<file path="config.mk">
export PLATFORM = sky130hd
export DESIGN_NAME = maze_walk_datapath_flat
export DESIGN_NICKNAME = d
export VERILOG_FILES = /design/src/rtl/maze_walk_if.sv /design/src/rtl/maze_walk_datapath.sv /design/src/flat_wrapper.sv
export SDC_FILE = /design/constraint.sdc
export NUM_CORES = 1
export LEC_CHECK = 0
export CAP_MARGIN = 20
export CORE_AREA = 8 8 115 117
export DETAILED_ROUTE_END_ITERATION = 7
export DIE_AREA = 0 0 123 125
export PLACE_DENSITY = 0.54
export SLEW_MARGIN = 20
export SYNTH_ARGS = -nofsm -noshare
export SYNTH_HDL_FRONTEND = slang
export SYNTH_SLANG_ARGS = --single-unit
</file>
<file path="constraint.sdc">
create_clock -name clk -period 5.05 [get_ports clk]
set_clock_uncertainty 0.2 [all_clocks]
set_input_delay 1.01 -clock clk [delete_from_list [all_inputs] [get_ports clk]]
set_output_delay 1.01 -clock clk [all_outputs]
set_load 0.005 [all_outputs]
</file>
<file path="src/rtl/maze_walk_if.sv">
// Command/status bundle between the maze controller and the position datapath.
//   master: controller side, drives commands, path_ready, and reads position/status/replay.
//   slave : datapath side, the inverse.
// Commands: ld/init_x/init_y, move/dir, undo, replay.
// Status:   x, y, wrong, at_goal, depth_cnt, full, empty, busy.
// Replay:   path_valid, path_dir, path_ready, replay_done.
interface maze_walk_if #(
  parameter int unsigned COORD_W = 4,
  parameter int unsigned DEPTH   = 16
);
  localparam int unsigned CW = $clog2(DEPTH) + 1;

  logic               ld;
  logic [COORD_W-1:0] init_x;
  logic [COORD_W-1:0] init_y;
  logic               move;
  logic [1:0]         dir;
  logic               undo;
  logic               replay;
  logic [COORD_W-1:0] x;
  logic [COORD_W-1:0] y;
  logic               wrong;
  logic               at_goal;
  logic [CW-1:0]      depth_cnt;
  logic               full;
  logic               empty;
  logic               busy;
  logic               path_valid;
  logic [1:0]         path_dir;
  logic               path_ready;
  logic               replay_done;

  modport master (
    output ld, init_x, init_y, move, dir, undo, replay, path_ready,
    input  x, y, wrong, at_goal, depth_cnt, full, empty, busy, path_valid, path_dir, replay_done
  );

  modport slave (
    input  ld, init_x, init_y, move, dir, undo, replay, path_ready,
    output x, y, wrong, at_goal, depth_cnt, full, empty, busy, path_valid, path_dir, replay_done
  );
endinterface

</file>
<file path="src/rtl/maze_walk_datapath.sv">
// Maze-walker position datapath with edge-checked moves and a path stack.
// Holds X/Y, applies single-step moves, rejects moves off the grid or into a full
// stack, pops one move per undo (stepping back), and replays the recorded path
// oldest-first over a valid/ready handshake.
// Ports:
//   clk - rising-edge clock
//   rst - asynchronous active-high reset
//   bus - maze_walk_if slave modport (commands in, position/status/replay out)
module maze_walk_datapath #(
  parameter int unsigned COORD_W = 4,
  parameter int unsigned DEPTH   = 16
) (
  input  logic        clk,
  input  logic        rst,
  maze_walk_if.slave  bus
);
  localparam int unsigned AW = $clog2(DEPTH);

  typedef enum logic [0:0] {StIdle, StReplay} state_e;

  state_e             state_q;
  logic [COORD_W-1:0] x_q, y_q;
  logic [AW:0]        cnt_q;
  logic [AW-1:0]      idx_q;
  logic               wrong_q, pv_q, rd_q;
  logic [1:0]         pd_q;
  logic [1:0]         stack_q [DEPTH];

  logic               is_full, is_empty;
  logic [AW-1:0]      top_idx, next_idx;
  logic [1:0]         top_dir, step_dir;
  logic [COORD_W-1:0] mv_coord, delta, step_x, step_y;
  logic               mv_ok, push_en, last_beat;

  always_comb begin
    is_full  = (cnt_q == (AW+1)'(DEPTH));
    is_empty = (cnt_q == '0);
    top_idx  = AW'(cnt_q - 1'b1);
    next_idx = idx_q + 1'b1;
    top_dir  = stack_q[top_idx];
    last_beat = (idx_q == top_idx);

    // Out of bounds when the selected coordinate would wrap to/through zero.
    mv_coord = (bus.dir[1] ^ bus.dir[0]) ? x_q : y_q;
    mv_ok    = ((mv_coord + COORD_W'(bus.dir[0])) != '0) && !is_full;

    // Undo applies the bitwise inverse of the popped direction (opposite step).
    step_dir = bus.undo ? ~top_dir : bus.dir;
    delta    = step_dir[0] ? COORD_W'(1) : {COORD_W{1'b1}};
    step_x   = x_q;
    step_y   = y_q;
    if (step_dir[1] ^ step_dir[0]) step_x = x_q + delta;
    else                           step_y = y_q + delta;

    push_en = (state_q == StIdle) && !bus.ld && !bus.undo && bus.move && mv_ok;
  end

  // Stack storage needs no reset: depth_cnt alone marks which entries are valid.
  always_ff @(posedge clk) begin
    if (push_en) stack_q[cnt_q[AW-1:0]] <= bus.dir;
  end

  always_ff @(posedge clk or posedge rst) begin
    if (rst) begin
      state_q <= StIdle;
      x_q     <= '0;
      y_q     <= '0;
      cnt_q   <= '0;
      idx_q   <= '0;
      wrong_q <= 1'b0;
      pv_q    <= 1'b0;
      pd_q    <= 2'b00;
      rd_q    <= 1'b0;
    end else begin
      wrong_q <= 1'b0;
      rd_q    <= 1'b0;
      unique case (state_q)
        StIdle: begin
          if (bus.ld) begin
            x_q   <= bus.init_x;
            y_q   <= bus.init_y;
            cnt_q <= '0;
          end else if (bus.undo) begin
            if (is_empty) begin
              wrong_q <= 1'b1;
            end else begin
              x_q   <= step_x;
              y_q   <= step_y;
              cnt_q <= cnt_q - 1'b1;
            end
          end else if (bus.move) begin
            if (!mv_ok) begin
              wrong_q <= 1'b1;
            end else begin
              x_q   <= step_x;
              y_q   <= step_y;
              cnt_q <= cnt_q + 1'b1;
            end
          end else if (bus.replay) begin
            if (is_empty) begin
              rd_q <= 1'b1;
            end else begin
              state_q <= StReplay;
              idx_q   <= '0;
              pv_q    <= 1'b1;
              pd_q    <= stack_q[0];
            end
          end
        end
        StReplay: begin
          if (bus.ld) begin
            // Load aborts the replay without a done pulse.
            state_q <= StIdle;
            pv_q    <= 1'b0;
            x_q     <= bus.init_x;
            y_q     <= bus.init_y;
            cnt_q   <= '0;
          end else if (bus.path_ready) begin
            if (last_beat) begin
              state_q <= StIdle;
              pv_q    <= 1'b0;
              rd_q    <= 1'b1;
            end else begin
              idx_q <= next_idx;
              pd_q  <= stack_q[next_idx];
            end
          end
        end
        default: state_q <= StIdle;
      endcase
    end
  end

  assign bus.x           = x_q;
  assign bus.y           = y_q;
  assign bus.wrong       = wrong_q;
  assign bus.at_goal     = (x_q == '1) && (y_q == '1);
  assign bus.depth_cnt   = cnt_q;
  assign bus.full        = is_full;
  assign bus.empty       = is_empty;
  assign bus.busy        = (state_q == StReplay);
  assign bus.path_valid  = pv_q;
  assign bus.path_dir    = pd_q;
  assign bus.replay_done = rd_q;
endmodule

</file>
<file path="src/flat_wrapper.sv">
// flat-port wrapper written by rule: the top's interface ports become plain ports
module maze_walk_datapath_flat 
#(
  parameter int unsigned COORD_W = 4,
  parameter int unsigned DEPTH   = 16
)
  (clk, rst, bus_ld, bus_init_x, bus_init_y, bus_move, bus_dir, bus_undo, bus_replay, bus_path_ready, bus_x, bus_y, bus_wrong, bus_at_goal, bus_depth_cnt, bus_full, bus_empty, bus_busy, bus_path_valid, bus_path_dir, bus_replay_done);
  maze_walk_if #(.COORD_W(COORD_W), .DEPTH(DEPTH)) bus_i ();
  input  logic clk;
  input  logic rst;
  input wire logic [$bits(bus_i.ld)-1:0] bus_ld;
  input wire logic [$bits(bus_i.init_x)-1:0] bus_init_x;
  input wire logic [$bits(bus_i.init_y)-1:0] bus_init_y;
  input wire logic [$bits(bus_i.move)-1:0] bus_move;
  input wire logic [$bits(bus_i.dir)-1:0] bus_dir;
  input wire logic [$bits(bus_i.undo)-1:0] bus_undo;
  input wire logic [$bits(bus_i.replay)-1:0] bus_replay;
  input wire logic [$bits(bus_i.path_ready)-1:0] bus_path_ready;
  output wire logic [$bits(bus_i.x)-1:0] bus_x;
  output wire logic [$bits(bus_i.y)-1:0] bus_y;
  output wire logic [$bits(bus_i.wrong)-1:0] bus_wrong;
  output wire logic [$bits(bus_i.at_goal)-1:0] bus_at_goal;
  output wire logic [$bits(bus_i.depth_cnt)-1:0] bus_depth_cnt;
  output wire logic [$bits(bus_i.full)-1:0] bus_full;
  output wire logic [$bits(bus_i.empty)-1:0] bus_empty;
  output wire logic [$bits(bus_i.busy)-1:0] bus_busy;
  output wire logic [$bits(bus_i.path_valid)-1:0] bus_path_valid;
  output wire logic [$bits(bus_i.path_dir)-1:0] bus_path_dir;
  output wire logic [$bits(bus_i.replay_done)-1:0] bus_replay_done;
  assign bus_i.ld = bus_ld;
  assign bus_i.init_x = bus_init_x;
  assign bus_i.init_y = bus_init_y;
  assign bus_i.move = bus_move;
  assign bus_i.dir = bus_dir;
  assign bus_i.undo = bus_undo;
  assign bus_i.replay = bus_replay;
  assign bus_i.path_ready = bus_path_ready;
  assign bus_x = bus_i.x;
  assign bus_y = bus_i.y;
  assign bus_wrong = bus_i.wrong;
  assign bus_at_goal = bus_i.at_goal;
  assign bus_depth_cnt = bus_i.depth_cnt;
  assign bus_full = bus_i.full;
  assign bus_empty = bus_i.empty;
  assign bus_busy = bus_i.busy;
  assign bus_path_valid = bus_i.path_valid;
  assign bus_path_dir = bus_i.path_dir;
  assign bus_replay_done = bus_i.replay_done;
  maze_walk_datapath #(.COORD_W(COORD_W), .DEPTH(DEPTH)) u_core (.clk(clk), .rst(rst), .bus(bus_i));
endmodule
</file>
Yosys cells after proc, flatten, opt, wreduce, memory -nomap -nowiden:

Memory sizes are Yosys's and may differ from the RTL's.
Cells that the tools add are included.

* multiplexer cells: 78
* add/sub/neg operators: 6
* equal/unequal tests: 18
* reduce and logical (&&, ||, !) cells: 14
* bitwise operators: 4

Operators with widths (number)
* $mux 4: 24
* $mux 1: 31
* $mux 5: 6
* $pmux 4 s2: 3
* $mux 2: 9
* $ne 2x2->1 const B: 9
* $pmux 5 s2: 1
* $add 4x4->4: 2
* $eq 4x4->1 const B: 2
* $ne 4x4->1 const B: 2
* $reduce_and 8->1: 1
* $reduce_and 7->1: 1
* $logic_and 1x1->1: 6
* $ne 3x3->1 const B: 2
* $pmux 1 s2: 3
* $add 5x1->5 const B: 1
* $eq 5x5->1 const B: 1
* $logic_not 5->1: 1
* $sub 5x1->5 const B: 1
* $add 4x1->4: 1
* $add 4x1->4 const B: 1
* $eq 4x4->1: 1
* $ne 4x3->1 const B: 1
* $pmux 2 s2: 1
* 6 further kinds: 9

* output and inout port bits: 22
* memories kept: 1
* register bits: 23
* input bits: 17
* logic and storage cells: 130
* RAM bits: 32

Memory list
* u_core.stack_q: words 16, width 2, read ports 3, clocked after memory_dff 0, write ports 1, line maze_walk_datapath.sv:27 `logic [1:0] stack_q [DEPTH];`

Depth between registers and ports, before layout:

An unclocked memory read counts as a cell.

* depth after elaboration: 12
* depth in mapped cells: 16
* mapped depth without buffers: 13

Worst setup path after synthesis:

OpenSTA, ideal clock, no wires.

* kind: in2reg
* start point: in bus_dir[0]
* end point: mem u_core.stack_q[2][0] (enable)
* arrival time: 3.272 ns
* stages: 10
* required time: 4.521 ns
* buffers on the path: 0
* setup slack: 1.250 ns
* library setup time: 0.329 ns
* path through: xor2_1 -> mux2_2 -> ha_1 -> ha_1 -> nor3_1 -> a31oi_1 -> nand2_1 -> nor3_1 -> nand2_1 -> nor3_1

* longest elaborated chain between the ends: 8

RTL lines
* start, declared: line flat_wrapper.sv:15 `input wire logic [$bits(bus_i.dir)-1:0] bus_dir;`
* $xor 1x1->1: line maze_walk_datapath.sv:44 `mv_coord = (bus.dir[1] ^ bus.dir[0]) ? x_q : y_q;`
* $mux 4: line maze_walk_datapath.sv:44
* $add 4x1->4 (*): line maze_walk_datapath.sv:45 `mv_ok = ((mv_coord + COORD_W'(bus.dir[0])) != '0) && !is_full;`
* $reduce_bool 4->1 (*): line maze_walk_datapath.sv:45
* $logic_and 1x1->1 (*): line maze_walk_datapath.sv:45
* $logic_and 1x1->1 (*): line maze_walk_datapath.sv:55 `push_en = (state_q == StIdle) && !bus.ld && !bus.undo && bus.move && mv_ok;`
* $mux 1 (*): line maze_walk_datapath.sv:60 `if (push_en) stack_q[cnt_q[AW-1:0]] <= bus.dir;`
* $mux 1 (not written as such) (*): line maze_walk_datapath.sv:60
* end, declared: line maze_walk_datapath.sv:27

Every way passes the cells marked *; elsewhere a longest branch is shown, timed or not.

Worst setup path after layout:

* start point: in bus_dir[0]
* end point: mem u_core.stack_q[3][0] (enable)

The elaborated chain is that of the path after synthesis.

==> impl_metrics.csv <==
group,metric,value,unit
outcome,result_of_the_run,"finished, final reports clean",
floorplanning,boundaryPins,39,
worst_setup_path,worst_path_largest_cell_delay,490,ps
worst_setup_path,worst_path_max_delay_cell,"clkdlybuf4s50_1",
sta,final_setup_violations,0,
synthesis,netlist_instances,305,
sta,fin_setup_tns,0,ps
cts,insertion_delay,300,ps
grt,gr-total-overflow,0,
synthesis,syn_area,3323,µm²
placement,routability_driven_placement_congestion_ratio,0.7880,
cts,cts_made_buffers,5,
synthesis,ys_dominant_reg_cell,"edfxtp_1",
cts,post_cts_hold_buffer_count,0,
run,max_cap_viol_count,0,
cts,clkSlewWorstSetupHoldPaths,80,ps
power,total_power,2.410,mW
worst_setup_path,path_cells,"clkdlybuf4s50_1 > xor2_1 > buf_4 > mux2_2 > ha_1 > ha_1 > nor3_1 > a31oi_1 > nand2_1 > nor3_1 > nand2_1 > nor3_1",
synthesis,synth_fa_ha_area_frac,0.03765,
sta,fin_crit_sh,0.9051,
power,p_leak,1.459,nW
cts,clock_sinks,55,
sta,maxSlewViolCount,0,
worst_setup_path,critPathArrivalTime,4350,ps
power,ir_drop,0.2304,mV
sta,fin_worst_hold_slack,289.3,ps
synthesis,synth_compound_gate_area_share,0.1175,
synthesis,synthesis.nets,332,
synthesis,post_synth_mux_area_share,0.1337,
sta,min_period,4571,ps
synthesis,synthDistinctLibCells,55,
worst_setup_path,crit_type,"in2reg",
drt,viasPerCell,5.153,
synthesis,yosys.area_share.simple,0.1668,
synthesis,yosys_register_bits,55,
cts,clock_tree.htree_level_count,2,
sta,final-hold-violation-count,0,
cts,post_cts_resized,0,
worst_setup_path,critPathMostFrequentCell,"nor3_1",
floorplanning,floorplan.die.width,123,µm
final_layout,area.growth.synth_to_final,21.31,%
grt,use_met2,0.1862,
sta,maxClockFrequency,218.8,MHz
cts,cts.path.max_buffers,2,
drt,routed_wl,8717,µm
synthesis,synth-warning-count,0,
worst_setup_path,worst_setup_path_end_kind,"flop",
cts,post-cts-setup-buffer-count,0,
sta,rsz0062_at_grt,"no",
cts,tritoncts_clock_tree,"yes",
grt,grt_start_max_net_pins,24,
floorplanning,initial_core_util,0.2862,
worst_setup_path,startpoint_type,"input port",
sta,worst-slew-pin-transition,905.7,ps
final_layout,antenna_cells,0,
synthesis,yosysSeqAreaShare,0.4623,
grt,globalRouteMet1Util,0.1575,
synthesis,main_combinational_cell_family_by_area_after_synthesis,"simple AND/OR/NAND/NOR gates",
drt,drc,0,
hold_path,hold_path.class,"reg2reg",
drt,detailroute.via_count,2530,
drt,drt_pre_antenna_iters,4,
grt,first_global_vias,2560,
drt,initialDrtViolationCount,196,
cts,clock_tree.root_cell,"clkbuf_16",
synthesis,synthXorXnorAreaFrac,0.05045,
grt,peak_usage_layer_in_the_global_routing_report,"met2",
synthesis,async_reset_ff_frac,0.4182,
drt,wire_per_inst,17.75,µm
final_layout,num-nets-final,370,
grt,groute.usage.overall,0.1169,
floorplanning,fp.dieArea,15380,µm²
grt,grt_antenna_before_repair,0,
grt,grtUsageMet3,0.01890,
drt,ant_nets,0,
grt,grt_first_pass_wirelength,14310,µm
floorplanning,core,11610,µm²
sta,remaining_max_slew_budget_at_the_tightest_pin,0.3955,
power,power.density,597.9,nW/µm²
worst_setup_path,timing.critical_path.required,4830,ps
placement,dpl.hpwl,6609,µm
placement,portBuffers,38,
floorplanning,die-height,125,µm
synthesis,synth-edff-count,32,
floorplanning,core.rowCount,40,
synthesis,post_synthesis_area_per_instance,10.90,µm²
final_layout,filler_cell_count,1171,
final_layout,post_route_cells_drive_above_1_share,0.1105,
worst_setup_path,crit_path_max_fanout,4,
-- area by class of cell --
class / count / area (µm²) / area share
sequential: 55 / 1536 / 0.3811
multi-input combinational: 227 / 1682 / 0.4171
inverter: 8 / 30.03 / 0.007449
clock inverter: 3 / 33.78 / 0.008380
clock buffer: 5 / 125.1 / 0.03104
tap: 147 / 183.9 / 0.04562
timing repair buffer: 46 / 440.4 / 0.1092
-- worst paths after layout --
check | slack (ps) | from | endpoint | depth (start not counted)
worst max-delay path | 480 | bus_dir[0] | u_core.stack_q[3][0] | 12
worst min-delay path | 290 | u_core.bus.path_dir[0] | u_core.bus.path_dir[0] | 2
worst max register to register | 1330 | u_core.bus.depth_cnt[1] | u_core.bus.x[2] | 13
worst min register to register | 290 | u_core.bus.path_dir[0] | u_core.bus.path_dir[0] | 2
max in group asynchronous | 3090 | rst | u_core.bus.y[3] | 2
min in group asynchronous | 1010 | rst | u_core.bus.replay_done | 2
-- per-layer routing --
metal  wire length (µm)  vias to the layer above
li1                   -                     1206
met1               3922                     1247
met2               4165                       70
met3                508                        7
met4                121                        0
met5                  0                        -
-- layout by cell type (no fill, tap or decap), types with 9 or more instances in the layout --
master and n:
clkdlybuf4s50_1 38, dfrtp_1 23, nor3_1 10, mux2i_1 14, ha_1 10, nand3_1 11, nor2_1 34, o21ai_0 11
nand2_1 34, mux4_2 12, edfxtp_1 32, xnor2_1 9
-- power by group --
group | internal [mW] | switching [mW] | total (mW) | leakage (nW)
Combinational | 0.644 | 0.711 | 1.35 | 0.798
Sequential | 0.547 | 0.136 | 0.683 | 0.583
Clock | 0.191 | 0.181 | 0.372 | 0.0772
-- Yosys cell counts, drive strengths merged (2+ instances only) --
master | number | area share
a21oi | 7 | 0.011
o21ai | 11 | 0.017
nor3 | 10 | 0.015
a22oi | 4 | 0.0090
mux2i | 14 | 0.042
nand4 | 3 | 0.0056
inv | 8 | 0.0090
edfxtp | 32 | 0.29
buf | 8 | 0.015
mux4 | 12 | 0.081
o21a | 2 | 0.0049
a311o | 2 | 0.0060
clkbuf | 7 | 0.0079
nor2 | 35 | 0.042
a2111oi | 4 | 0.012
nor3b | 2 | 0.0045
ha | 10 | 0.038
xnor2 | 10 | 0.032
a31oi | 7 | 0.015
nor2b | 6 | 0.011
mux2 | 3 | 0.010
nand2 | 34 | 0.038
nand3 | 11 | 0.017
or3 | 6 | 0.011
o2bb2ai | 2 | 0.0053
dfrtp | 23 | 0.17
nand2b | 6 | 0.011
o211ai | 2 | 0.0045
xor2 | 7 | 0.018
-- through the flow --
stage	setup WS, ps	instance area [µm²]	utilization	std cells
2_1_floorplan	1250	3323	-	305
4_1_cts	404.0	4031	0.3472	491
3_5_place_dp	87.82	3872	0.3335	483
3_3_place_gp	215.2	3872	0.3335	483
5_1_grt	185.6	4031	0.3472	491
6_report	479.4	4031	0.3472	491
-- flip-flops by register name (all words and copies together), names as in the netlist --
signal	cells
u_core.bus.wrong	1
u_core.bus.x	4
u_core.bus.path_valid	1
u_core.bus.y	4
u_core.bus.replay_done	1
u_core.bus.path_dir	2
u_core.bus.depth_cnt	5
u_core.idx_q	4
u_core.bus.busy	1
u_core.stack_q	32
-- cell families after synthesis --
group                    count (synthesis)
AO/OA/AOI/OAI                           53
buffers and inverters                   23
multiplexers                            29
flip-flops                              55
adder cells (fa/ha/maj)                 10
AND/OR/NAND/NOR                        118
XOR/XNOR                                17
-- worst max-delay path, delay by kind of cell --
kind | cells | cell delay (ps)
buffers and inverters | 2 | 700
AO/OA/AOI/OAI | 1 | 280
XOR/XNOR | 1 | 320
multiplexers | 1 | 340
adder cells (fa/ha/maj) | 2 | 500
AND/OR/NAND/NOR | 5 | 1180
Power figures use the tool's default switching activity.
==> RTL change (same settings) <==
`COORD_W` is set to 4 in 3 places; all go to 5.
--- a/src/rtl/maze_walk_if.sv
+++ b/src/rtl/maze_walk_if.sv
@@ -7,3 +7,3 @@
 interface maze_walk_if #(
-  parameter int unsigned COORD_W = 4,
+  parameter int unsigned COORD_W = 5,
   parameter int unsigned DEPTH   = 16
--- a/src/rtl/maze_walk_datapath.sv
+++ b/src/rtl/maze_walk_datapath.sv
@@ -9,3 +9,3 @@
 module maze_walk_datapath #(
-  parameter int unsigned COORD_W = 4,
+  parameter int unsigned COORD_W = 5,
   parameter int unsigned DEPTH   = 16
--- a/src/flat_wrapper.sv
+++ b/src/flat_wrapper.sv
@@ -3,3 +3,3 @@
 #(
-  parameter int unsigned COORD_W = 4,
+  parameter int unsigned COORD_W = 5,
   parameter int unsigned DEPTH   = 16
Ports: changed (resized bus_init_x, bus_init_y, bus_x and bus_y); port bits go from 39 to 43. No check against the original RTL was run, so the function may have changed too.
==> RTL change against the unedited design <==
Count of clock-buffer cells in the layout rose by 4. Sequential cell count up 2. Synthesized area up 9.1%. Total power rose by 24%. Critical path type unchanged. Cell area is 11% higher. Routed wire length rose by 3.9%. Sequential power rose by 11%. Largest cell class unchanged. Utilization grew 4.0 points. Worst setup slack better by 0.34 ns.
==> RTL change: results (changes against the unedited design) <==
Hold path
  – Hold depth: 1 (was 2)

CTS
  – Clock buffer count from CTS: 9 (was 5)
  – Clock Latency Late Sink: 0.33 ns (was 0.30 ns)
  – Clock slew at reported path FFs: 0.05 ns (was 0.08 ns)
  – CTS H-tree depth: 3 (was 2)

Final layout
  – Fill cell count: 1136 (was 1171)

Synth
  – Post-synth cell types: 58 (was 55)
  – Syn Area/Cell: 11.9 sq um (was 10.9 sq um)

Worst setup path
  – Reg-to-reg slack, setup: 1.09 ns (was 1.33 ns)
  – Worst reg2reg path startpoint: u_core.bus.depth_cnt[0]$_DFFE_PP0P_ (was u_core.bus.depth_cnt[1]$_DFFE_PP0P_)
  – RR Endpoint: u_core.bus.x[4]$_DFFE_PP0P_ (was u_core.bus.x[2]$_DFFE_PP0P_)

STA
  – Crit path time final: 4.23 ns (was 4.57 ns)
  – Hold_ws: 0.308 ns (was 0.289 ns)
  – Slew HR: 53.3% (was 39.6%)

Pwr
  – VDD IR max: 0.000329 V (was 0.000230 V)
  – Internal Pwr Total: 1.78 mW (was 1.38 mW)

Global routing
  – First-pass GRT wire length: 14500 um (was 14300 um)
  – Total track usage: 12.2% (was 11.7%)
  – Vias in the first global route: 2593 (was 2560)

Route
  – Via count: 2662 (was 2530)
  – Via density: 5.28 (was 5.15)
  – 1st-iter DRT viols: 254 (was 196)

Placed design
  – Routability cong.: 0.806 (was 0.788)
  – Hpwl dp: 6750 um (was 6610 um)

Status
  – Status: finished, final reports clean (unchanged)
[RTL change: cell types whose count changed after synthesis, moves of 6 or more]
cell,change
nor3_1,-7
o21ai_0,-6
nor2b_1,-6
mux4_1,+7
nand2_1,-6
mux2i_1,-7
nand3_1,-8
[RTL change: critical path: stages]
cell,delay [ns]
clkdlybuf4s50_1,0.69
xor2_1,0.33
nand2_1,0.09
nand2_1,0.09
ha_1,0.23
ha_1,0.29
o21ba_2,0.22
a32o_1,0.27
a32oi_1,0.26
nand2_1,0.24
o21ai_2,0.15
nand2_1,0.10
o221a_2,0.27
[RTL change: power groups by stage]
stage                     clock, mW  combinational [mW]  sequential [mW]
after floorplan                   0                1.22            0.697
after global routing          0.595                1.83            0.778
after detailed placement          0                1.66            0.767
after CTS                     0.576                1.68            0.759
final                         0.563                1.66            0.756
after global placement            0                1.65            0.767
[RTL change: area by class of cell]
class / count / area [sq um] / share of cell area [%]
Inverter: 10 / 37.5 / 0.836
Clock buffer: 9 / 225 / 5.02
Multi-Input combinational cell: 225 / 1930 / 43.0
Timing Repair Buffer: 49 / 473 / 10.5
Tap cell: 147 / 184 / 4.10
Sequential cell: 57 / 1590 / 35.3
Clock inverter: 7 / 55.1 / 1.23
[RTL change: kinds of logic after synthesis]
group / after synthesis / share of synthesized area (%)
buffers and inverters: 22 / 3.04
flip-flops: 57 / 43.8
XOR/XNOR: 24 / 6.31
AND/OR/NAND/NOR: 101 / 13.5
AO/OA/AOI/OAI: 51 / 10.5
adder cells (fa/ha/maj): 16 / 5.94
multiplexers: 33 / 16.9
[RTL change: per-layer routing]
metal | share of wire (%) | track usage [%] | vias up
li1 | - | - | 1256
met1 | 46 | 16.9 | 1326
met2 | 48 | 18.1 | 71
met3 | 5.4 | 2.61 | 9
met4 | 1.2 | 4.89 | 0
met5 | 0 | 0 | -
